**config.mk**
```make
export PLATFORM = sky130hd
export DESIGN_NAME = control_sequencer_flat
export DESIGN_NICKNAME = d
export VERILOG_FILES = /design/src/rtl/control_sequencer_if.sv /design/src/rtl/control_sequencer.sv /design/src/flat_wrapper.sv
export SDC_FILE = /design/constraint.sdc
export NUM_CORES = 1
export LEC_CHECK = 0
export BUFFER_PORTS_ARGS = -buffer_cell sky130_fd_sc_hd__buf_2
export CORE_MARGIN = 3
export CORE_UTILIZATION = 51
export CTS_CLUSTER_DIAMETER = 200
export CTS_CLUSTER_SIZE = 24
export DETAILED_ROUTE_END_ITERATION = 10
export PLACE_DENSITY = 0.88
export SLEW_MARGIN = 20
export SYNTH_ARGS = -nofsm -noshare
export SYNTH_HDL_FRONTEND = slang
export SYNTH_SLANG_ARGS = --single-unit
```
**constraint.sdc**
```tcl
create_clock -name clock -period 2.86 [get_ports clock]
set_input_delay 0.572 -clock clock [delete_from_list [all_inputs] [get_ports clock]]
set_output_delay 0.572 -clock clock [all_outputs]
set_load 0.02 [all_outputs]
```
**src/rtl/control_sequencer_if.sv**
```systemverilog
// Handshake and strobe bundle between an instruction source and the control sequencer.
// The master modport issues instructions; the slave modport is the sequencer side.
interface control_sequencer_if #(
    parameter int unsigned REG_ADDR_W = 3,
    parameter int unsigned FUNC_W     = 4
);
    localparam int unsigned CodeW = 3 + 3 * REG_ADDR_W;

    logic                  start;
    logic [CodeW-1:0]      machine_code;
    logic                  busy;
    logic                  done;
    logic                  error;
    logic [2:0]            step;
    logic                  data_enable;
    logic                  reg_we;
    logic [REG_ADDR_W-1:0] reg_wsel;
    logic                  reg_re;
    logic [REG_ADDR_W-1:0] reg_rsel;
    logic [2:0]            alu_en;
    logic [FUNC_W-1:0]     func_sel;

    modport master (
        output start, machine_code,
        input  busy, done, error, step, data_enable, reg_we, reg_wsel,
        input  reg_re, reg_rsel, alu_en, func_sel
    );

    modport slave (
        input  start, machine_code,
        output busy, done, error, step, data_enable, reg_we, reg_wsel,
        output reg_re, reg_rsel, alu_en, func_sel
    );
endinterface

```
**src/rtl/control_sequencer.sv**
```systemverilog
// Three-state micro-sequencer turning one latched instruction into register/ALU strobes.
// Define SEQ_ILLEGAL_TRAP_EN to make opcode 111 raise a sticky error flag after it completes.
module control_sequencer #(
    parameter int unsigned REG_ADDR_W = 3,
    parameter int unsigned FUNC_W     = 4
) (
    input logic              clock,
    input logic              reset,
    control_sequencer_if.slave bus
);
    localparam int unsigned CodeW = 3 + 3 * REG_ADDR_W;

    typedef enum logic [1:0] {StIdle, StExec, StDone} state_e;

    state_e                state_q, state_d;
    logic [CodeW-1:0]      instr_q, instr_d;
    logic [2:0]            step_q, step_d;
    logic [2:0]            opcode;
    logic [2:0]            fcode;
    logic [2:0]            last_step;
    logic [REG_ADDR_W-1:0] p1, p2, p3;

    assign opcode = instr_q[CodeW-1 -: 3];
    assign p1     = instr_q[3*REG_ADDR_W-1 -: REG_ADDR_W];
    assign p2     = instr_q[2*REG_ADDR_W-1 -: REG_ADDR_W];
    assign p3     = instr_q[REG_ADDR_W-1:0];
    assign fcode  = opcode - 3'd2;

    always_comb begin
        last_step = 3'd1;
        case (opcode)
            3'b010, 3'b011, 3'b100, 3'b101: last_step = 3'd3;
            3'b110:                         last_step = 3'd2;
            default:                        last_step = 3'd1;
        endcase
    end

    always_ff @(posedge clock or negedge reset) begin
        if (!reset) begin
            state_q <= StIdle;
            instr_q <= '0;
            step_q  <= 3'd0;
        end else begin
            state_q <= state_d;
            instr_q <= instr_d;
            step_q  <= step_d;
        end
    end

    always_comb begin
        state_d = state_q;
        instr_d = instr_q;
        step_d  = step_q;
        case (state_q)
            StIdle: begin
                if (bus.start) begin
                    instr_d = bus.machine_code;
                    step_d  = 3'd1;
                    state_d = StExec;
                end
            end
            StExec: begin
                if (step_q == last_step) begin
                    step_d  = 3'd0;
                    state_d = StDone;
                end else begin
                    step_d = step_q + 3'd1;
                end
            end
            StDone:  state_d = StIdle;
            default: state_d = StIdle;
        endcase
    end

`ifdef SEQ_ILLEGAL_TRAP_EN
    logic error_q, error_d;

    // Set when an illegal opcode finishes; cleared only by the next accepted instruction.
    always_comb begin
        error_d = error_q;
        if (state_q == StIdle && bus.start) begin
            error_d = 1'b0;
        end else if (state_q == StExec && step_q == last_step && opcode == 3'b111) begin
            error_d = 1'b1;
        end
    end

    always_ff @(posedge clock or negedge reset) begin
        if (!reset) begin
            error_q <= 1'b0;
        end else begin
            error_q <= error_d;
        end
    end

    assign bus.error = error_q;
`else
    assign bus.error = 1'b0;
`endif

    always_comb begin
        bus.busy        = (state_q != StIdle);
        bus.done        = (state_q == StDone);
        bus.step        = step_q;
        bus.data_enable = 1'b0;
        bus.reg_we      = 1'b0;
        bus.reg_wsel    = '0;
        bus.reg_re      = 1'b0;
        bus.reg_rsel    = '0;
        bus.alu_en      = 3'b000;
        bus.func_sel    = '0;
        if (state_q == StExec) begin
            if (opcode >= 3'b010 && opcode <= 3'b110) begin
                bus.func_sel = {{(FUNC_W-3){1'b0}}, fcode};
            end
            case (opcode)
                3'b000: begin
                    if (step_q == 3'd1) begin
                        bus.data_enable = 1'b1;
                        bus.reg_we      = 1'b1;
                        bus.reg_wsel    = p1;
                    end
                end
                3'b001: begin
                    if (step_q == 3'd1) begin
                        bus.reg_re   = 1'b1;
                        bus.reg_rsel = p2;
                        bus.reg_we   = 1'b1;
                        bus.reg_wsel = p1;
                    end
                end
                3'b010, 3'b011, 3'b100, 3'b101: begin
                    case (step_q)
                        3'd1: begin
                            bus.reg_re   = 1'b1;
                            bus.reg_rsel = p2;
                            bus.alu_en   = 3'b001;
                        end
                        3'd2: begin
                            bus.reg_re   = 1'b1;
                            bus.reg_rsel = p3;
                            bus.alu_en   = 3'b010;
                        end
                        3'd3: begin
                            bus.alu_en   = 3'b100;
                            bus.reg_we   = 1'b1;
                            bus.reg_wsel = p1;
                        end
                        default: ;
                    endcase
                end
                3'b110: begin
                    case (step_q)
                        3'd1: begin
                            bus.reg_re   = 1'b1;
                            bus.reg_rsel = p2;
                            bus.alu_en   = 3'b001;
                        end
                        3'd2: begin
                            bus.alu_en   = 3'b100;
                            bus.reg_we   = 1'b1;
                            bus.reg_wsel = p1;
                        end
                        default: ;
                    endcase
                end
                default: ;
            endcase
        end
    end
endmodule
```
**src/flat_wrapper.sv**
```systemverilog
// flat-port wrapper written by rule: the top's interface ports become plain ports
module control_sequencer_flat 
#(
    parameter int unsigned REG_ADDR_W = 3,
    parameter int unsigned FUNC_W     = 4
)
  (clock, reset, bus_start, bus_machine_code, bus_busy, bus_done, bus_error, bus_step, bus_data_enable, bus_reg_we, bus_reg_wsel, bus_reg_re, bus_reg_rsel, bus_alu_en, bus_func_sel);
  control_sequencer_if #(.REG_ADDR_W(REG_ADDR_W), .FUNC_W(FUNC_W)) bus_i ();
  input logic clock;
  input logic reset;
  input wire logic [$bits(bus_i.start)-1:0] bus_start;
  input wire logic [$bits(bus_i.machine_code)-1:0] bus_machine_code;
  output wire logic [$bits(bus_i.busy)-1:0] bus_busy;
  output wire logic [$bits(bus_i.done)-1:0] bus_done;
  output wire logic [$bits(bus_i.error)-1:0] bus_error;
  output wire logic [$bits(bus_i.step)-1:0] bus_step;
  output wire logic [$bits(bus_i.data_enable)-1:0] bus_data_enable;
  output wire logic [$bits(bus_i.reg_we)-1:0] bus_reg_we;
  output wire logic [$bits(bus_i.reg_wsel)-1:0] bus_reg_wsel;
  output wire logic [$bits(bus_i.reg_re)-1:0] bus_reg_re;
  output wire logic [$bits(bus_i.reg_rsel)-1:0] bus_reg_rsel;
  output wire logic [$bits(bus_i.alu_en)-1:0] bus_alu_en;
  output wire logic [$bits(bus_i.func_sel)-1:0] bus_func_sel;
  assign bus_i.start = bus_start;
  assign bus_i.machine_code = bus_machine_code;
  assign bus_busy = bus_i.busy;
  assign bus_done = bus_i.done;
  assign bus_error = bus_i.error;
  assign bus_step = bus_i.step;
  assign bus_data_enable = bus_i.data_enable;
  assign bus_reg_we = bus_i.reg_we;
  assign bus_reg_wsel = bus_i.reg_wsel;
  assign bus_reg_re = bus_i.reg_re;
  assign bus_reg_rsel = bus_i.reg_rsel;
  assign bus_alu_en = bus_i.alu_en;
  assign bus_func_sel = bus_i.func_sel;
  control_sequencer #(.REG_ADDR_W(REG_ADDR_W), .FUNC_W(FUNC_W)) u_core (.clock(clock), .reset(reset), .bus(bus_i));
endmodule
```
==> out/metrics.yaml, run 1 <==
worstPathRequired_ns: 2.29
cap_violations: 0
fp.dieW_um: 55.63
io_pins: 37
post_cts_buffers: 0
rows: 17
power_leakage_uw: 0.0007551
dr.pass1.iters: 4
clock-root-buffer: "clkbuf_4"
grt_util_met1_pct: 24.71
worstHoldPathType: "in -> async"
vdd_ir_drop_max_v: 0.0009121
yosysTopAreaCell: "dfrtp_1"
dpl.hpwl_mm: 2.135
cp-end-kind: "output port"
grt_max_degree: 18
ys.flop_type: "dfrtp_1"
fin_area_mm2: 0.001458
critPathKind: "reg -> out"
finalCritPeriodShare_pct: 93.98
cts-root-to-sink-buffers: 2
synthTopCellsByCount: "nand2_1 (38), dfrtp_1 (17), nor2_1 (9)"
finalCriticalPeriod_ns: 2.688
setup_slack_ns: 0.1721
vias_per_cell: 5.638
grt_pass1_wl_mm: 4.940
hold_violations: 0
ys_ff_latch: 17
clk_pin_slew_ns: 0.09
cts_inserted_buffers: 3
finalClockSkew_ns: 0.002203
status: "complete, no violations"
setup-violations-final: 0
area_delta_synth_final_pct: 16.04
grt_pass1_vias: 1133
yosysMostFrequentCell: "nand2_1"
clkLatencyLatePin_ns: 0.29
antenna_cells: 0
critPathLaunch: "u_core.instr_q[11]$_DFFE_PN0P_"
antenna_left: 0
dpl_cell_area_mm2: 0.001419
synth_area_mm2: 0.001256
port_buffers: 34
final_max_slew_viol_count: 0
dp_worst_setup_slack_ns: 0.4659
tritoncts: "done"
use_met3_pct: 2.088
synth_edf_count: 0
tightest_slew_ns: 0.5264
wl_per_cell_um: 13.67
start_util_pct: 55.20
cp.arrival_ns: 2.12
start_kind: "register"
htree_num_levels: 1
ys_async_sr_fraction_pct: 100.0
drtIter0Drc: 34
synth_top_area_share_pct: 33.86
power_density_mw_per_mm2: 1203
core_area_mm2: 0.002276
finalSetupTns_ns: 0
chipHeight_um: 55.63
clock_sinks: 17
overflow: 0
syn_avg_cell_area_um2: 8.319
finalWirelength_mm: 2.870
reg2reg_from: "u_core.instr_q[9]$_DFFE_PN0P_"
fp.dieArea_mm2: 0.003095
globalplace.congestion: 0.9539
busiest_layer: "met2"
met2_usage_pct: 33.11
fmax_ghz: 0.3720
synth_warnings: 0
synth_cell_types: 39
final_nets: 205
drc_errors: 0
max-slew-margin-rel_pct: 64.91
drive_gt1_share_pct: 26.37
rsz0062_at_grt: "no"
syn_inst: 151
critical_path.max_fanout: 7
antenna_found_initial: 0
synth_area_leaders: "dfrtp_1 (34%), nand2_1 (11%), ha_1 (7.0%)"
routed-via-count: 1184
fin_util_pct: 64.05
synth-seq-area-share_pct: 33.86
track_usage_pct: 19.11
## state kept, by name (all words and copies together), names as in the netlist
signal           flops
u_core.state_q       2
u_core.bus.step      3
u_core.instr_q      12
## power breakdown
group          internal, uW  total [uW]  leakage [uW]  switching [uW]
combinational           420        1120      0.000529             702
clock                  54.2         127     0.0000150            72.6
sequential              357         505      0.000211             148
total                   831        1750      0.000755             923
## layer usage
layer  wire, um  part of all wire, %
met4         12                 0.42
met2       1457                   51
met1       1242                   43
met5          0                    0
met3        158                  5.5
## final cells by class
cell class                 instances  area [um^2]
fill                             203        818.3
multi-input combinational        117        755.7
sequential                        17        425.4
timing repair buffer              36        185.2
tap                               28        35.03
inverter                           8        30.03
clock buffer                       4        26.28
## metrics by stage
step | instances | hold slack [ns] | total power, uW
after floorplan | 152 | 0.2764 | 1347
after global placement | 206 | 0.4499 | 1561
after detailed placement | 206 | 0.4568 | 1610
after CTS | 210 | 0.1984 | 1738
after global routing | 210 | 0.1974 | 1904
final | 210 | 0.1881 | 1754
## layout by cell type, fill, tap and decap left out, types with 2 or more instances in the layout
master,instances
a2111oi_1,2
a21oi_1,8
a22oi_1,3
a31oi_1,4
and2_1,3
and3_1,4
and4b_1,2
buf_2,34
buf_4,2
clkbuf_4,3
conb_1,2
dfrtp_1,17
ha_1,6
inv_1,8
nand2_1,38
nand2b_1,2
nand3_1,3
nor2_1,9
nor2b_1,5
nor3_1,3
nor4b_1,2
o21ai_0,4
o31ai_1,2
## logic make-up (layout without fill, tap and decap cells)
logic type                 count (synthesis)  after routing  synth area share [%]
buffers and inverters                     18             48                 7.270
and+or+nand+nor                           76             76                 31.37
adders and majority gates                  7              7                 6.972
AOI/OAI and AO/OA                         31             31                 19.52
other                                      1              2                0.2985
DFF                                       17             17                 33.86
xor gates and xnor gates                   1              1                0.6973
## worst paths after layout
check | endpoint | slack (ns) | depth (start not counted)
worst min-delay path | u_core.instr_q[4]$_DFFE_PN0P_ | 0.19 | 1
max in group asynchronous | u_core.bus.step[1]$_DFFE_PN0P_ | 2.40 | 1
min in group clock | u_core.instr_q[1]$_DFFE_PN0P_ | 0.47 | 3
worst max register to register | u_core.state_q[1]$_DFFE_PN0P_ | 1.17 | 4
worst max-delay path | bus_reg_rsel[1] | 0.17 | 7
worst min register to register | u_core.instr_q[8]$_DFFE_PN0P_ | 0.48 | 2
## critical path: stages, from the launching register on
cell and delay (ns):
dfrtp_1 0.39, inv_1 0.13, ha_4 0.19, or2b_1 0.29, a311oi_4 0.41, a22oi_1 0.15
nor2_1 0.11, buf_2 0.17
## what timing repair did
action / in CTS / in global routing
setup endpoints to repair: 0 / 2
hold buffers: 0 / 0
hold endpoints to repair: 0 / 0
gates resized for setup: 0 / 2
(Power assumes the default switching activity.)
==> run 2: changes to the inputs <==
CORE_UTILIZATION = 50   (was 51)
PLACE_DENSITY = 0.87   (was 0.88)
clock period = 3.15 ns   (was 2.86 ns; I/O delays follow)
==> run 2 against run 1 <==
Net effect:
- critical endpoint is now bus_reg_rsel[2]
- wire length increased by 4.1%
- sequential share of layout area increased by 0.47 points
- total power decreased by 10%
- sequential cell count unchanged
==> out/metrics.yaml, run 2 (synthesis results as in run 1) <==
crit_path_top_delay_cell: "dfrtp_2"
power_density_mw_per_mm2: 1097
drtIter0Drc: 38
cp_top_family: "flip-flops"
grt_pass1_vias: 1134
critPathLaunch: "u_core.instr_q[10]$_DFFE_PN0P_"
tightest_slew_ns: 0.5170
critPathKind: "reg -> out"
multi_input_area_um2: 743.2
cp.arrival_ns: 2.35
start_util_pct: 54.68
finalCritPeriodShare_pct: 94.60
fmax_ghz: 0.3356
layout_commonest_cell: "nand2_1"
finalCriticalPeriod_ns: 2.980
final-seq-area_um2: 426.7
port_buffers: 34
comb_power_share_pct: 62.1
setup_slack_ns: 0.1702
clkLatencyLatePin_ns: 0.30
chipHeight_um: 56.13
worstHoldPathType: "in -> async"
hold_violations: 0
drive_gt1_share_pct: 25.97
power_leakage_uw: 0.0007489
antenna_left: 0
largest_reg_flops: 12
wl_per_cell_um: 14.29
clock_sinks: 17
seqPwrFrac_pct: 30.3
core_area_mm2: 0.002297
finalWirelength_mm: 2.987
worstPathRequired_ns: 2.52
p_int_uw: 740.3
fp.dieArea_mm2: 0.003150
routed-via-count: 1170
reg2reg_from: "u_core.instr_q[10]$_DFFE_PN0P_"
cts-root-to-sink-buffers: 2
rsz0062_at_grt: "no"
setup-violations-final: 0
sw_frac_of_total_pct: 53.08
critical_path.max_fanout: 14
final_cell_mix: "nand2_1 (38), buf_2 (34), dfrtp_1 (16)"
cap_violations: 0
rows: 17
grt_pass1_wl_mm: 4.995
start_kind: "register"
final_max_slew_viol_count: 0
post_cts_buffers: 0
fp.dieW_um: 56.13
dr.pass1.iters: 4
crit_buf_inv: 1
dpl.hpwl_mm: 2.243
area_delta_synth_final_pct: 14.54
dp_worst_setup_slack_ns: 0.3690
overflow: 0
largest_register: "u_core.instr_q"
track_usage_pct: 19.56
drc_errors: 0
finalClockSkew_ns: 0.004953
tritoncts: "done"
max-slew-margin-rel_pct: 65.53
finalSetupTns_ns: 0
vdd_ir_drop_max_v: 0.0008272
antenna_found_initial: 0
globalplace.congestion: 0.9145
fillers: 210
cts_inserted_buffers: 3
cp-end-kind: "output port"
antenna_cells: 0
p_sw_uw: 837.5
grt_max_degree: 18
cp_cell_sequence: "ha_1 -> or2b_1 -> a311oi_4 -> a22oi_1 -> nor2_1 -> buf_2"
cpPeakStageDelay_ns: 0.54
clock-root-buffer: "clkbuf_4"
p_clk_share_pct: 7.5
status: "complete, no violations"
io_pins: 37
vias_per_cell: 5.598
clk_pin_slew_ns: 0.10
final_nets: 204
htree_num_levels: 1
[run 2: area by class of cell]
class / count / area share (%)
Inverter: 8 / 2.087
Tap cell: 28 / 2.435
Sequential cell: 17 / 29.65
Clock buffer: 4 / 1.826
Timing Repair Buffer: 35 / 12.35
Multi-Input combinational cell: 117 / 51.65
[run 2: final timing paths]
check / end / slack [ns] / depth (start not counted)
setup / recovery: bus_reg_rsel[2] / 0.17 / 6
setup reg to reg: u_core.state_q[1]$_DFFE_PN0P_ / 1.33 / 5
min in group clock: u_core.instr_q[7]$_DFFE_PN0P_ / 0.48 / 2
hold reg to reg: u_core.instr_q[7]$_DFFE_PN0P_ / 0.48 / 2
max in group asynchronous: u_core.instr_q[10]$_DFFE_PN0P_ / 2.63 / 1
hold / removal: u_core.state_q[0]$_DFFE_PN0P_ / 0.23 / 1
[run 2: power by group through the flow]
stage | Clock [uW] | Sequential [uW] | Combinational [uW]
6_report | 119 | 478 | 980
5_1_grt | 129 | 497 | 1090
4_1_cts | 119 | 473 | 985
3_5_place_dp | 0 | 477 | 977
3_3_place_gp | 0 | 472 | 936
2_1_floorplan | 0 | 434 | 789
[run 2: per-layer routing]
| metal | wire length [um] | global-route usage (%) | vias up |
|---|---|---|---|
| met2 | 1542 | 34.06 | 37 |
| met4 | 48 | 9.153 | 0 |
| met5 | 0 | 0 | - |
| li1 | - | - | 580 |
| met3 | 136 | 2.088 | 5 |
| met1 | 1260 | 23.88 | 548 |
[run 2: repair_timing]
action / 4_1_cts / 5_1_grt
endpoints found under the hold margin: 0 / 0
resized for setup: 0 / 1
setup endpoints to repair: 0 / 4
hold buffers: 0 / 0
[run 2: through the flow]
stage	utilization [%]	hold slack, ns	instance area (um^2)	total power, uW	instances
after CTS	62.58	0.2490	1438	1576	209
after detailed placement	61.44	0.4572	1411	1455	205
after floorplan	-	0.3344	1260	1223	152
after global placement	61.44	0.4503	1411	1409	205
after global routing	62.64	0.2493	1439	1715	209
final	62.64	0.2288	1439	1578	209
